$ cat src/rtl/var_bw_mul_seq_if.sv
// Operand/product handshake bundle for var_bw_mul_seq.
// A beat moves on either side only in a cycle where valid and ready are both high at the rising edge.
interface var_bw_mul_seq_if #(
  parameter int W = 16
);
  logic           in_valid;
  logic           in_ready;
  logic [1:0]     mode;
  logic [W-1:0]   a;
  logic [W-1:0]   b;
  logic           out_valid;
  logic           out_ready;
  logic [2*W-1:0] p;
  logic           mode_err;

  modport slave (
    input  in_valid, mode, a, b, out_ready,
    output in_ready, out_valid, p, mode_err
  );

  modport master (
    output in_valid, mode, a, b, out_ready,
    input  in_ready, out_valid, p, mode_err
  );
endinterface

$ cat src/rtl/var_bw_mul_seq.sv
// Sequential lane-split shift-add multiplier: 1x W, 2x W/2 or 4x W/4 unsigned lanes.
// One multiplier bit per lane per BUSY cycle; lanes never exchange carries.
module var_bw_mul_seq #(
  parameter int W = 16
) (
  input  logic              clk,
  input  logic              rst_n,
  var_bw_mul_seq_if.slave   io_bus,
  output logic [1:0]        o_dbg_state
);
  localparam int CW = $clog2(W + 1);
  localparam int L2 = W / 2;
  localparam int L4 = W / 4;

  typedef enum logic [1:0] {
    S_IDLE = 2'd0,
    S_BUSY = 2'd1,
    S_DONE = 2'd2
  } state_t;

  state_t         r_state;
  logic [W-1:0]   r_a;
  logic [W-1:0]   r_b;
  logic [1:0]     r_mode;
  logic [CW-1:0]  r_cnt;
  logic [2*W-1:0] r_acc;
  logic [2*W-1:0] r_p;
  logic           r_in_ready;
  logic           r_out_valid;
  logic           r_mode_err;

  logic [CW-1:0]  w_len;
  logic [W-1:0]   w_bsh;
  logic [2*W-1:0] w_acc_next;

  // Lane k-th multiplier bits all land at bit i*L of the shifted operand.
  assign w_bsh = r_b >> r_cnt;

  always_comb begin
    w_len = CW'(W);
    case (r_mode)
      2'b01:   w_len = CW'(L2);
      2'b10:   w_len = CW'(L4);
      default: w_len = CW'(W);
    endcase
  end

  always_comb begin
    w_acc_next = r_acc;
    case (r_mode)
      2'b01: begin
        for (int i = 0; i < 2; i++) begin
          if (w_bsh[i*L2])
            w_acc_next[i*W +: W] = r_acc[i*W +: W] + ({{L2{1'b0}}, r_a[i*L2 +: L2]} << r_cnt);
        end
      end
      2'b10: begin
        for (int i = 0; i < 4; i++) begin
          if (w_bsh[i*L4])
            w_acc_next[i*L2 +: L2] = r_acc[i*L2 +: L2] + ({{L4{1'b0}}, r_a[i*L4 +: L4]} << r_cnt);
        end
      end
      default: begin
        if (w_bsh[0])
          w_acc_next = r_acc + ({{W{1'b0}}, r_a} << r_cnt);
      end
    endcase
  end

  always_ff @(posedge clk or negedge rst_n) begin
    if (!rst_n) begin
      r_state     <= S_IDLE;
      r_a         <= '0;
      r_b         <= '0;
      r_mode      <= 2'b00;
      r_cnt       <= '0;
      r_acc       <= '0;
      r_p         <= '0;
      r_in_ready  <= 1'b1;
      r_out_valid <= 1'b0;
      r_mode_err  <= 1'b0;
    end else begin
      case (r_state)
        S_IDLE: begin
          if (io_bus.in_valid) begin
            r_a        <= io_bus.a;
            r_b        <= io_bus.b;
            r_mode     <= io_bus.mode;
            r_cnt      <= '0;
            r_acc      <= '0;
            r_in_ready <= 1'b0;
            r_state    <= S_BUSY;
          end
        end
        S_BUSY: begin
          // Reserved mode 11 falls through the default lane layout (single W lane).
          if (r_cnt == w_len) begin
            r_p         <= r_acc;
            r_mode_err  <= (r_mode == 2'b11);
            r_out_valid <= 1'b1;
            r_state     <= S_DONE;
          end else begin
            r_acc <= w_acc_next;
            r_cnt <= r_cnt + 1'b1;
          end
        end
        S_DONE: begin
          if (io_bus.out_ready) begin
            r_out_valid <= 1'b0;
            r_in_ready  <= 1'b1;
            r_state     <= S_IDLE;
          end
        end
        default: begin
          r_out_valid <= 1'b0;
          r_in_ready  <= 1'b1;
          r_state     <= S_IDLE;
        end
      endcase
    end
  end

  assign io_bus.in_ready  = r_in_ready;
  assign io_bus.out_valid = r_out_valid;
  assign io_bus.p         = r_p;
  assign io_bus.mode_err  = r_mode_err;
  assign o_dbg_state      = r_state;
endmodule

$ cat src/flat_wrapper.sv
// flat-port wrapper written by rule: the top's interface ports become plain ports
module var_bw_mul_seq_flat 
#(
  parameter int W = 16
)
  (clk, rst_n, o_dbg_state, io_bus_in_valid, io_bus_mode, io_bus_a, io_bus_b, io_bus_out_ready, io_bus_in_ready, io_bus_out_valid, io_bus_p, io_bus_mode_err);
  var_bw_mul_seq_if #(.W(W)) io_bus_i ();
  input  logic clk;
  input  logic rst_n;
  output logic [1:0] o_dbg_state;
  input wire logic [$bits(io_bus_i.in_valid)-1:0] io_bus_in_valid;
  input wire logic [$bits(io_bus_i.mode)-1:0] io_bus_mode;
  input wire logic [$bits(io_bus_i.a)-1:0] io_bus_a;
  input wire logic [$bits(io_bus_i.b)-1:0] io_bus_b;
  input wire logic [$bits(io_bus_i.out_ready)-1:0] io_bus_out_ready;
  output wire logic [$bits(io_bus_i.in_ready)-1:0] io_bus_in_ready;
  output wire logic [$bits(io_bus_i.out_valid)-1:0] io_bus_out_valid;
  output wire logic [$bits(io_bus_i.p)-1:0] io_bus_p;
  output wire logic [$bits(io_bus_i.mode_err)-1:0] io_bus_mode_err;
  assign io_bus_i.in_valid = io_bus_in_valid;
  assign io_bus_i.mode = io_bus_mode;
  assign io_bus_i.a = io_bus_a;
  assign io_bus_i.b = io_bus_b;
  assign io_bus_i.out_ready = io_bus_out_ready;
  assign io_bus_in_ready = io_bus_i.in_ready;
  assign io_bus_out_valid = io_bus_i.out_valid;
  assign io_bus_p = io_bus_i.p;
  assign io_bus_mode_err = io_bus_i.mode_err;
  var_bw_mul_seq #(.W(W)) u_core (.clk(clk), .rst_n(rst_n), .io_bus(io_bus_i), .o_dbg_state(o_dbg_state));
endmodule
$ cat config.mk
export PLATFORM = sky130hd
export DESIGN_NAME = var_bw_mul_seq_flat
export DESIGN_NICKNAME = d
export VERILOG_FILES = /design/src/rtl/var_bw_mul_seq_if.sv /design/src/rtl/var_bw_mul_seq.sv /design/src/flat_wrapper.sv
export SDC_FILE = /design/constraint.sdc
export NUM_CORES = 1
export LEC_CHECK = 0
export ABC_AREA = 0
export CORE_ASPECT_RATIO = 1.25
export CORE_MARGIN = 2
export CORE_UTILIZATION = 45
export CTS_CLUSTER_SIZE = 16
export DETAILED_ROUTE_END_ITERATION = 8
export PLACE_DENSITY = 0.62
export SKIP_LAST_GASP = 1
export SYNTH_ARGS = -nofsm -noshare
export SYNTH_HDL_FRONTEND = slang
export SYNTH_SLANG_ARGS = --single-unit
$ cat constraint.sdc
create_clock -name clk -period 10.25 [get_ports clk]
set_clock_uncertainty 0.05 [all_clocks]
set_input_delay 1.025 -clock clk [delete_from_list [all_inputs] [get_ports clk]]
set_output_delay 1.025 -clock clk [all_outputs]
set_load 0.01 [all_outputs]
==> metrics.md <==
| Metric | Value |
|---|---|
| Distinct cells, synth | 80 |
| Yosys warning total | 0 |
| Largest net degree at the start of global routing | 68 |
| Worst endpoint data arrival time | 5.57 ns |
| P&R area growth vs syn | 12.3% |
| Fill cell count | 2,148 |
| Port-buffer cells | 74 |
| Final Critical Period | 5.32 ns |
| Largest cells by area after synthesis | dfrtp_1 (26%), ha_1 (11%), mux2_2 (8.5%) |
| Max Cap Violations | 0 |
| Clk slew on worst S/H paths | 0.08 ns |
| Routed len/inst | 21.5 um |
| Die H | 172 um |
| CP Launch Type | flop |
| Final ANT Viol Nets | 0 |
| Post-Syn Area | 10,200 um^2 |
| Slew headroom | 36.9% |
| Status | finished clean |
| Buffer count from post-CTS setup fixing | 0 |
| RSZ-0062 raised after global routing | no |
| F_max | 188 MHz |
| Post-synth top area share | 26.3% |
| Initial drt markers | 737 |
| Worst skew pair latency | 0.38 ns |
| GR Overflow Total | 0 |
| Least-Margin Pin Slew | 0.943 ns |
| Post-synth EDFFs | 0 |
| Via density | 6.07 |
| Die area | 23,900 um^2 |
| Via Count | 9,163 |
| Total negative slack | 0 ns |
| Top_reg_cell synth | dfrtp_1 |
| Hold Path Class | reg2reg |
| Nets@finish | 1,351 |
| Share of cells above drive strength 1 | 11.3% |
| Crit Path Category | reg2reg |
| Vias in the first global route | 9,017 |
| Clock root cell | clkbuf_16 |
| Inserted Diodes | 0 |
| I/O pin total | 75 |
| Die X | 139 um |
| Avg Cell Area, Syn | 8.63 um^2 |
| Final worst-path cycle share | 52.0% |
| Post-synthesis register bit count | 108 |
| Max FO, Critical Path | 36 |
| Gate Count Post-Synth | 1,181 |
| CTS H-tree depth | 3 |
| Initial antenna violation count | 1 |
| Slew Viols, Final | 0 |
| RePlAce Congestion | 0.999 |
| CTS tree | yes |
| Setup crit end kind | flop |
| Sequential share of the synthesized area | 26.5% |
| Placed wire-length estimate | 25.3 mm |
| Final wirelength | 32.5 mm |
| Asr flop ratio synth | 100% |
| Hold Vio Cnt, Final | 0 |
| First-pass GRT wire length | 51.0 mm |
| # hold bufs at CTS | 0 |
| Clk buf depth | 2 |
| Final setup violation count | 0 |
| Yosys top cell by area | dfrtp_1 |
| First-pass detailed-route iteration total | 6 |
| Syn Nets | 1,311 |
| Row count | 61 |
| Critical Path RT | 10.49 ns |
| Total core area | 22,300 um^2 |
| DRC Markers | 0 |
| Post-CTS sizing | 0 |
| Starting Density | 45.7% |
| Total CTS buffers | 9 |
| GRT Util Overall | 27.6% |
| TritonCTS sink count | 108 |
[layer usage]
layer	share of wire (%)	up-vias	routed length, um	global-route usage, %
met3	5.1	78	1640	4.49
li1	-	4391	-	-
met4	5.0	0	1640	14.2
met1	43	4428	14100	35.2
met5	0	-	0	0
met2	46	266	15100	45.5
[path summary, 6_finish.rpt]
path | endpoint | slack [ns] | cells after the start | from
worst max-delay path | u_core.r_acc[31] | 4.93 | 19 | u_core.r_cnt[1]
worst min-delay path | u_core.io_bus.p[24] | 0.46 | 1 | u_core.io_bus.p[24]
worst max register to register | u_core.r_acc[31] | 4.93 | 19 | u_core.r_cnt[1]
worst min register to register | u_core.io_bus.p[24] | 0.46 | 1 | u_core.io_bus.p[24]
max in group asynchronous | u_core.r_cnt[2] | 8.28 | 2 | rst_n
min in group asynchronous | u_core.io_bus.p[18] | 0.55 | 1 | rst_n
[cell families (layout without fill, tap and decap cells)]
kind of cell / count (synthesis) / after routing / synth area share [%]
flops: 108 / 108 / 26.5
simple gates: 332 / 332 / 14.6
fa+ha+maj: 92 / 92 / 11.7
compound gates: 362 / 362 / 24.4
buf+inv: 109 / 154 / 4.19
xor+xnor: 75 / 75 / 6.44
mux: 103 / 103 / 12.1
[layout by cell type, fill, tap and decap left out, drive strengths merged, types with 30 or more instances in the layout]
cell type	Yosys	layout
a21o	30	30
a21oi	100	100
clkdlybuf4s50	0	73
dfrtp	107	107
ha	86	86
inv	48	50
mux2	78	78
nand2	108	108
nor2	111	111
o21ai	63	63
xnor2	48	48
[per-stage QoR]
stage	hold slack, ns	std cells	cell area [um^2]	util (%)	setup slack [ns]
2_1_floorplan	0.425	1181	10200	-	5.69
3_3_place_gp	0.438	1493	11200	50.1	5.12
3_5_place_dp	0.442	1493	11200	50.1	5.01
4_1_cts	0.461	1509	11400	51.4	4.99
5_1_grt	0.473	1509	11400	51.4	4.44
6_report	0.459	1509	11400	51.4	4.93
[worst max-delay path, cell delays in order, from the launching register on]
cell      delay [ns]
dfrtp_1         0.48
buf_4           0.40
clkinv_1        0.34
a21boi_0        0.25
o21a_1          0.16
nor2_1          0.05
a31oi_1         0.32
nand2b_1        0.17
a21boi_0        0.31
nor2_1          0.10
ha_1            0.42
a21oi_1         0.12
o31a_1          0.30
a31oi_1         0.24
a311oi_1        0.13
o41a_1          0.24
or4_1           0.58
o211ai_2        0.10
mux2_4          0.31
a22oi_1         0.17
[area by class of cell]
type,count,area [um^2],area share [%]
multi-input cells,964,7080,61.8
flip-flops and latches,108,2710,23.6
inverters,51,191,1.67
repair buffers,87,836,7.30
well taps,283,354,3.09
clock inverters,5,43.8,0.383
clock buffers,11,243,2.12
[registers in the layout, summed over array words and instances, names as in the netlist]
register and cells:
u_core.r_cnt 5, u_core.r_mode 2, u_core.r_b 16, u_core.io_bus.in_ready 1, u_core.r_acc 32, u_core.io_bus.out_valid 1, u_core.io_bus.mode_err 1, u_core.io_bus.p 32
u_core.o_dbg_state 2, u_core.r_a 16
[synthesized netlist by cell type, types with 26 or more instances]
cell      count
a21o_1       30
a21oi_1     100
clkbuf_1     44
dfrtp_1     107
ha_1         86
inv_1        48
mux2_2       77
nand2_1     108
nand3_1      26
nor2_1      111
o21ai_0      59
xnor2_1      48
xor2_1       27
Power is left out: the tool's default activity adds up to more than one toggle a clock period on the data nets, which glitch-free logic cannot reach.
